$ cat config.mk
export PLATFORM = sky130hd
export DESIGN_NAME = alu_op_sequencer
export DESIGN_NICKNAME = d
export VERILOG_FILES = /design/src/rtl/alu_op_sequencer.sv
export SDC_FILE = /design/constraint.sdc
export NUM_CORES = 1
export LEC_CHECK = 0
export ABC_AREA = 0
export CAP_MARGIN = 25
export CORE_MARGIN = 2
export CORE_UTILIZATION = 45
export CTS_BUF_LIST = sky130_fd_sc_hd__clkbuf_8
export DETAILED_ROUTE_END_ITERATION = 10
export PLACE_DENSITY_LB_ADDON = 0.08
export SLEW_MARGIN = 10
export SYNTH_ARGS = -nofsm -noshare
export SYNTH_HDL_FRONTEND = slang
export SYNTH_SLANG_ARGS = --single-unit
$ cat constraint.sdc
create_clock -name clk_i -period 2.5 [get_ports clk_i]
set_clock_uncertainty 0.1 [all_clocks]
set_input_delay 0.625 -clock clk_i [delete_from_list [all_inputs] [get_ports clk_i]]
set_output_delay 0.625 -clock clk_i [all_outputs]
set_load 0.02 [all_outputs]
$ cat src/rtl/alu_op_sequencer.sv
// Front-panel sequencer for the 4-bit ALU: debounced step button, operand/op
// capture, result latch, and an optional timed auto-step through all ops.
module alu_op_sequencer #(
  parameter int DEB_CYCLES  = 500000,
  parameter int AUTO_CYCLES = 50000000,
  parameter int ALU_LAT     = 1
) (
  input  logic       clk_i,
  input  logic       rst_ni,
  input  logic [3:0] sw_i,
  input  logic [2:0] sel_sw_i,
  input  logic       btn_i,
  input  logic       auto_i,
  input  logic [3:0] alu_res_i,
  input  logic       alu_carry_i,
  output logic [3:0] a_o,
  output logic [3:0] b_o,
  output logic [2:0] sel_o,
  output logic [3:0] res_o,
  output logic       cambio_o,
  output logic [1:0] state_o,
  output logic       valid_o
);

  localparam int DW = $clog2(DEB_CYCLES + 1);
  localparam int TW = $clog2(AUTO_CYCLES + 1);
  localparam int LW = $clog2(ALU_LAT + 1);

  localparam logic [DW-1:0] DEB_MAX   = DW'(DEB_CYCLES);
  localparam logic [TW-1:0] AUTO_LAST = TW'(AUTO_CYCLES - 1);
  localparam logic [LW-1:0] LAT_LAST  = LW'(ALU_LAT - 1);

  localparam logic [1:0] S_LOAD_A = 2'd0;
  localparam logic [1:0] S_LOAD_B = 2'd1;
  localparam logic [1:0] S_EXEC   = 2'd2;
  localparam logic [1:0] S_SHOW   = 2'd3;

  logic          btn_s1_q, btn_s2_q, acc_q, press_q;
  logic [DW-1:0] deb_cnt_q;

  logic [1:0]    state_q, state_d;
  logic [3:0]    a_q, a_d, b_q, b_d, res_q, res_d;
  logic [2:0]    sel_q, sel_d;
  logic          cy_q, cy_d, valid_q, valid_d;
  logic [LW-1:0] lat_q, lat_d;
  logic [TW-1:0] tmr_q, tmr_d;

  // Button synchroniser and debouncer; PRESS fires once per accepted rising level.
  // The flip happens on the cycle after the count has reached DEB_CYCLES, so a
  // clean rise reaches PRESS DEB_CYCLES+3 edges after it is first sampled.
  always_ff @(posedge clk_i or negedge rst_ni) begin
    if (!rst_ni) begin
      btn_s1_q  <= 1'b0;
      btn_s2_q  <= 1'b0;
      acc_q     <= 1'b0;
      press_q   <= 1'b0;
      deb_cnt_q <= '0;
    end else begin
      btn_s1_q <= btn_i;
      btn_s2_q <= btn_s1_q;
      press_q  <= 1'b0;
      if (btn_s2_q != acc_q) begin
        if (deb_cnt_q == DEB_MAX) begin
          acc_q     <= btn_s2_q;
          deb_cnt_q <= '0;
          press_q   <= btn_s2_q;
        end else begin
          deb_cnt_q <= deb_cnt_q + DW'(1);
        end
      end else begin
        deb_cnt_q <= '0;
      end
    end
  end

  // Step FSM: next-state, operand capture, result latch and auto-step timer.
  // A press in EXEC falls through untouched and is therefore dropped.
  always_comb begin
    state_d = state_q;
    a_d     = a_q;
    b_d     = b_q;
    sel_d   = sel_q;
    res_d   = res_q;
    cy_d    = cy_q;
    valid_d = 1'b0;
    lat_d   = '0;
    tmr_d   = '0;
    case (state_q)
      S_LOAD_A: begin
        if (press_q) begin
          a_d     = sw_i;
          state_d = S_LOAD_B;
        end
      end
      S_LOAD_B: begin
        if (press_q) begin
          b_d     = sw_i;
          sel_d   = sel_sw_i;
          state_d = S_EXEC;
        end
      end
      S_EXEC: begin
        if (lat_q == LAT_LAST) begin
          res_d   = alu_res_i;
          cy_d    = alu_carry_i;
          valid_d = 1'b1;
          state_d = S_SHOW;
        end else begin
          lat_d = lat_q + LW'(1);
        end
      end
      S_SHOW: begin
        // Manual press outranks an auto expiry in the same cycle.
        if (press_q) begin
          state_d = S_LOAD_A;
        end else if (auto_i) begin
          if (tmr_q == AUTO_LAST) begin
            sel_d   = sel_q + 3'd1;
            state_d = S_EXEC;
          end else begin
            tmr_d = tmr_q + TW'(1);
          end
        end
      end
      default: state_d = S_LOAD_A;
    endcase
  end

  // FSM and datapath registers; reset aborts any EXEC without a VALID pulse.
  always_ff @(posedge clk_i or negedge rst_ni) begin
    if (!rst_ni) begin
      state_q <= S_LOAD_A;
      a_q     <= '0;
      b_q     <= '0;
      sel_q   <= '0;
      res_q   <= '0;
      cy_q    <= 1'b0;
      valid_q <= 1'b0;
      lat_q   <= '0;
      tmr_q   <= '0;
    end else begin
      state_q <= state_d;
      a_q     <= a_d;
      b_q     <= b_d;
      sel_q   <= sel_d;
      res_q   <= res_d;
      cy_q    <= cy_d;
      valid_q <= valid_d;
      lat_q   <= lat_d;
      tmr_q   <= tmr_d;
    end
  end

  assign a_o      = a_q;
  assign b_o      = b_q;
  assign sel_o    = sel_q;
  assign res_o    = res_q;
  assign cambio_o = cy_q;
  assign state_o  = state_q;
  assign valid_o  = valid_q;

endmodule

Word level (Yosys, flattened, before mapping)
Index checks and enable logic that the tools add are counted.
{"block": "totals", "input_bits": 16, "register_bits": 69, "output_inout_bits": 19, "wordCells": 65}
{"block": "op_classes", "add_sub_neg": 4, "n_reduce_logical": 8, "mux": 24, "bitwise": 1, "n_eq_ne": 14}
{"operator": "$mux W26", "count": 4}
{"operator": "$mux W19", "count": 2}
{"operator": "$add A26 B1 Y26 const B", "count": 1}
{"operator": "$eq A26 B26 Y1 const B", "count": 1}
{"operator": "$add A19 B1 Y19 const B", "count": 1}
{"operator": "$eq A19 B19 Y1 const B", "count": 1}
{"operator": "$mux W2", "count": 6}
{"operator": "$mux W3", "count": 4}
{"operator": "$ne A2 B2 Y1 const B", "count": 6}
{"operator": "$reduce_and A5 Y1", "count": 2}
{"operator": "$pmux W2 S4", "count": 1}
{"operator": "$reduce_and A2 Y1", "count": 4}
{"operator": "$mux W1", "count": 6}
{"operator": "$ne A3 B3 Y1 const B", "count": 2}
{"operator": "$pmux W3 S2", "count": 1}
{"operator": "$eq A2 B2 Y1 const B", "count": 2}
{"operator": "$add A3 B1 Y3 const B", "count": 1}
{"operator": "$eq A2 B1 Y1 const B", "count": 1}
{"operator": "$logic_not A2 Y1", "count": 1}
{"operator": "$reduce_bool A2 Y1", "count": 1}
{"operator": "$add A1 B1 Y1 const B", "count": 1}
{"operator": "$ne A1 B1 Y1", "count": 1}
{"operator": "$not A1 Y1", "count": 1}

Depth between registers and ports, before layout
Gate-level depths: netlist of the first run.
{"block": "depth", "word_depth": 5, "ltp_mapped": 7, "ltp_nobuf": 5}

Worst setup path before layout of the first run
No wires, ideal clock.
{"block": "synth_timing", "kind": "register to register", "startpoint": "register tmr_q[0]", "endpoint": "register sel_q[1], in the netlist sel_o[1]", "t_required_ns": 2.275, "path_slack_ns": 0.447, "arrival_ns": 1.828, "setup_ns": 0.125, "synth_period_minus_slack_ns": 2.053, "path_stages_with_launch": 7, "n_path_buf": 1, "cell_sequence": "dfrtp_1 > ha_1 > and2_1 > clkbuf_1 > nand4_1 > o31ai_1 > mux2_2"}
{"block": "synth_via", "elab_chain_cells": 3}
{"item": "from (decl)", "line": "46", "source": "logic [TW-1:0] tmr_q, tmr_d;"}
{"item": "from (signal assigned)", "line": "150", "source": "tmr_q <= tmr_d;"}
{"item": "$eq A26 B26 Y1", "line": "117", "source": "if (tmr_q == AUTO_LAST) begin"}
{"item": "$ne A2 B2 Y1 (no source line)"}
{"item": "$reduce_and A5 Y1 (no source line)"}
{"item": "to (signal assigned)", "line": "145", "source": "sel_q <= sel_d;"}
{"item": "to (decl)", "line": "43", "source": "logic [2:0] sel_q, sel_d;"}
Every way passes these cells.
A chain may end at the register's enable or synchronous reset.

Worst setup path after layout of the first run
{"block": "layout_timing", "startpoint": "register state_q[1], in the netlist state_o[1]", "endpoint": "output state_o[1]"}
{"item": "from (decl)", "line": "41", "source": "logic [1:0] state_q, state_d;"}
{"item": "from (signal assigned)", "line": "142", "source": "state_q <= state_d;"}
{"item": "to (decl)", "line": "21", "source": "output logic [1:0] state_o,"}
No word-level cell between the ends.

==> results of run 1 <==
metrics by stage:
step | cells | total power (uW) | hold slack [ns] | worst slack [ns]
final | 465 | 2000 | 0.112 | 0.244
after global routing | 465 | 2090 | 0.134 | 0.146
after CTS | 465 | 2030 | 0.119 | 0.228
after detailed placement | 449 | 1210 | 0.239 | 0.255
after global placement | 449 | 1210 | 0.233 | 0.290
after floorplan | 317 | 1150 | 0.229 | 0.447
worst register-to-register path, stage by stage (launching register included):
cell and delay [ns]:
dfrtp_1 0.40, and4_1 0.45, nand4_1 0.27, o31ai_1 0.39, mux2_2 0.37
cell type report:
cell class	instances	area (um^2)
Clock buffer	9	124
Clock inverter	7	52.6
Fill cell	653	3210
Inverter	10	37.5
Multi-Input combinational cell	230	1480
Sequential cell	68	1700
Tap cell	99	124
Timing Repair Buffer	42	408
report_power, final:
part           switching [uW]  internal (uW)
Sequential               6.80           1110
Clock                     450            364
Combinational            36.6           37.5
Total                     493           1510
state kept, by name, summed over array words and instances (netlist names):
| name | count |
|---|---|
| btn_s2_q | 1 |
| a_o | 4 |
| press_q | 1 |
| b_o | 4 |
| btn_s1_q | 1 |
| res_o | 4 |
| cambio_o | 1 |
| state_o | 2 |
| deb_cnt_q | 19 |
| sel_o | 3 |
| acc_q | 1 |
| tmr_q | 26 |
| valid_o | 1 |
cell usage in the layout, fill, tap and decap left out, types with 11 or more instances in the layout:
| master | Yosys | final |
|---|---|---|
| nand4_1 | 15 | 15 |
| nand3_1 | 18 | 18 |
| o21ai_0 | 12 | 12 |
| clkdlybuf4s50_1 | 0 | 33 |
| xor2_1 | 12 | 12 |
| or3_1 | 12 | 12 |
| mux2_2 | 11 | 11 |
| nand2_1 | 26 | 26 |
| dfrtp_1 | 68 | 68 |
| nor2_1 | 32 | 32 |
| xnor2_1 | 14 | 14 |
| a21oi_1 | 18 | 18 |
logic make-up after synthesis:
family	Yosys count
AND/OR/NAND/NOR	145
flip-flops	68
AO/OA/AOI/OAI	43
XOR/XNOR	26
buffers and inverters	19
multiplexers	12
adder cells (fa/ha/maj)	4
cell usage after synthesis, types with 2 or more instances:
library cell / number / area share [%]
a21oi_1: 18 / 2.8
and2_1: 2 / 0.38
and3_1: 5 / 0.96
and4_1: 4 / 1.1
buf_2: 3 / 0.46
buf_4: 2 / 0.46
clkbuf_1: 4 / 0.46
dfrtp_1: 68 / 52
ha_1: 4 / 1.5
inv_1: 10 / 1.2
mux2_2: 11 / 3.8
nand2_1: 26 / 3.0
nand3_1: 18 / 2.8
nand3b_1: 2 / 0.46
nand4_1: 15 / 2.9
nor2_1: 32 / 3.7
nor2b_1: 2 / 0.38
nor3_1: 5 / 0.77
nor3b_1: 4 / 0.92
nor4_1: 5 / 0.96
o21ai_0: 12 / 1.8
o31ai_1: 5 / 1.2
or3_1: 12 / 2.3
or4_1: 5 / 1.2
or4_4: 2 / 0.69
xnor2_1: 14 / 3.8
xor2_1: 12 / 3.2
final timing paths:
path	from	end	slack, ns	cells past startpoint
max	state_o[1]	state_o[1]	0.24	1
min	rst_ni	tmr_q[18]	0.11	1
max reg2reg	tmr_q[2]	sel_o[1]	0.41	4
min reg2reg	btn_s1_q	btn_s2_q	0.25	0
max in group asynchronous	rst_ni	deb_cnt_q[5]	1.47	3
min in group clk_i	btn_s1_q	btn_s2_q	0.25	0
metal layers:
layer / GRT usage, % / up-vias
li1: - / 1223
met5: 0 / -
met1: 24.2 / 1179
met2: 26.9 / 30
met4: 8.55 / 0
met3: 3.05 / 11
==> out/results.tsv, run 1 <==
stage	metric	value	unit
drt	wire_per_inst	13.3	um
setup_path	required	1.77	ns
final_layout	postLayoutCellArea	0.00392	mm^2
global_routing	grt_pass1_vias	2273	
synth	synth-async-reset-ratio	100	%
global_routing	grt_pass1_wl	10700	um
setup_path	start_kind	flip-flop	
synth	synth_edf_count	0	
synth	synth-seq-area-share	52.2	%
setup_path	critPathSlowestCell	clkdlybuf4s50_1	
synth	syn-num-nets	337	
setup_path	crit_path_end_kind	output port	
drt	dr_total_vias	2443	
drt	ant_nets	0	
die	rows	31	
synth	synth-xor-area-share	6.98	%
final_layout	fin_nets	381	
global_routing	gr-total-overflow	0	
die	dieArea	0.00794	mm^2
setup_path	cpLargestDelayFamily	buffers and inverters	
clock_tree	cts_made_buffers	9	
setup_path	setup.worst_path.class	reg -> out	
final_layout	drive_above_1_share	12.0	%
drt	first_pass_iters	4	
drt	avgViaCountPerCell	5.25	
drt	drc_errors	0	
setup_path	cp.arrival	1.53	ns
timing	fin_setup_tns	0	ns
timing	max_freq	443	MHz
clock_tree	clk_pin_slew	0.08	ns
clock_tree	insertion_delay	0.35	ns
drt	met2_length	3000	um
timing	slew_headroom	62.1	%
clock_tree	cts_tree	done	
setup_path	crit_buf_inv	1	
min_path	hold_class	in -> async	
timing	slew_violations	0	
die	die_h	89.1	um
clock_tree	htree_levels	3	
place	place_congestion	0.756	
drt	maxUsedRoutingLayer	met4	
setup_path	max_stage_delay	0.66	ns
global_routing	grt_use_total	17.5	%
timing	finalSetupViolations	0	
synth	synthesis.area	0.00326	mm^2
die	die_x	89.1	um
drt	routed-wl-met3	145	um
synth	synth_ff_type	dfrtp_1	
synth	synth-compound-area-share	8.40	%
die	start_util	45.7	%
timing	rsz0062_at_grt	no	
clock_tree	cts-root-buf	clkbuf_8	
synth	synth_top_family_by_area	simple AND/OR/NAND/NOR gates	
place	dp_hpwl	4390	um
clock_tree	cts_resized	0	
die	io_pins	35	
place	numPortBuffers	34	
drt	met1_length	2910	um
synth	synthAdderAreaFrac	1.53	%
run	cap_violations	0	
outcome	status	finished clean	
clock_tree	cts_buffer_depth	2	
setup_path	path_max_fanout	11	
global_routing	antenna_found_initial	0	
place	placed_area	0.00375	mm^2
timing	hold_viol_final	0	
drt	wl	6180	um
synth	synth-simple-area-share	24.1	%
clock_tree	cts.sinks	68	
power_and_ir_drop	irDropWorstVdd	0.000295	V
timing	fin_crit	2.26	ns
final_layout	diodes	0	
synth	yosys.cell_types.count	42	
timing	period_share	90.3	%
global_routing	grt_max_degree	42	
final_layout	syn2layout_area_growth	20.3	%
synth	synthCells	317	
synth	yosys_warnings	0	
synth	synth-seq-cells	68	
clock_tree	hold_buffers	0	
power_and_ir_drop	leakage	0.00159	uW
clock_tree	post-cts-setup-buffers	0	
timing	worst_slew_pin_slew	0.565	ns
drt	first_iter_violations	132	
synth	avgSynthCellArea	10.3	um^2
setup_path	crit_chain	clkdlybuf4s50_1	
die	core_area	0.00714	mm^2
power_and_ir_drop	power_density	510	mW/mm^2
final_layout	post-route-util	55.0	%
synth	synthMuxAreaShare	4.26	%
Power figures use the tool's default switching activity.
==> inputs of run 2 (changes only) <==
- CAP_MARGIN: 25 -> unset
==> results of run 2 <==
Final layout, timing and power as in run 1 (identical DEF).
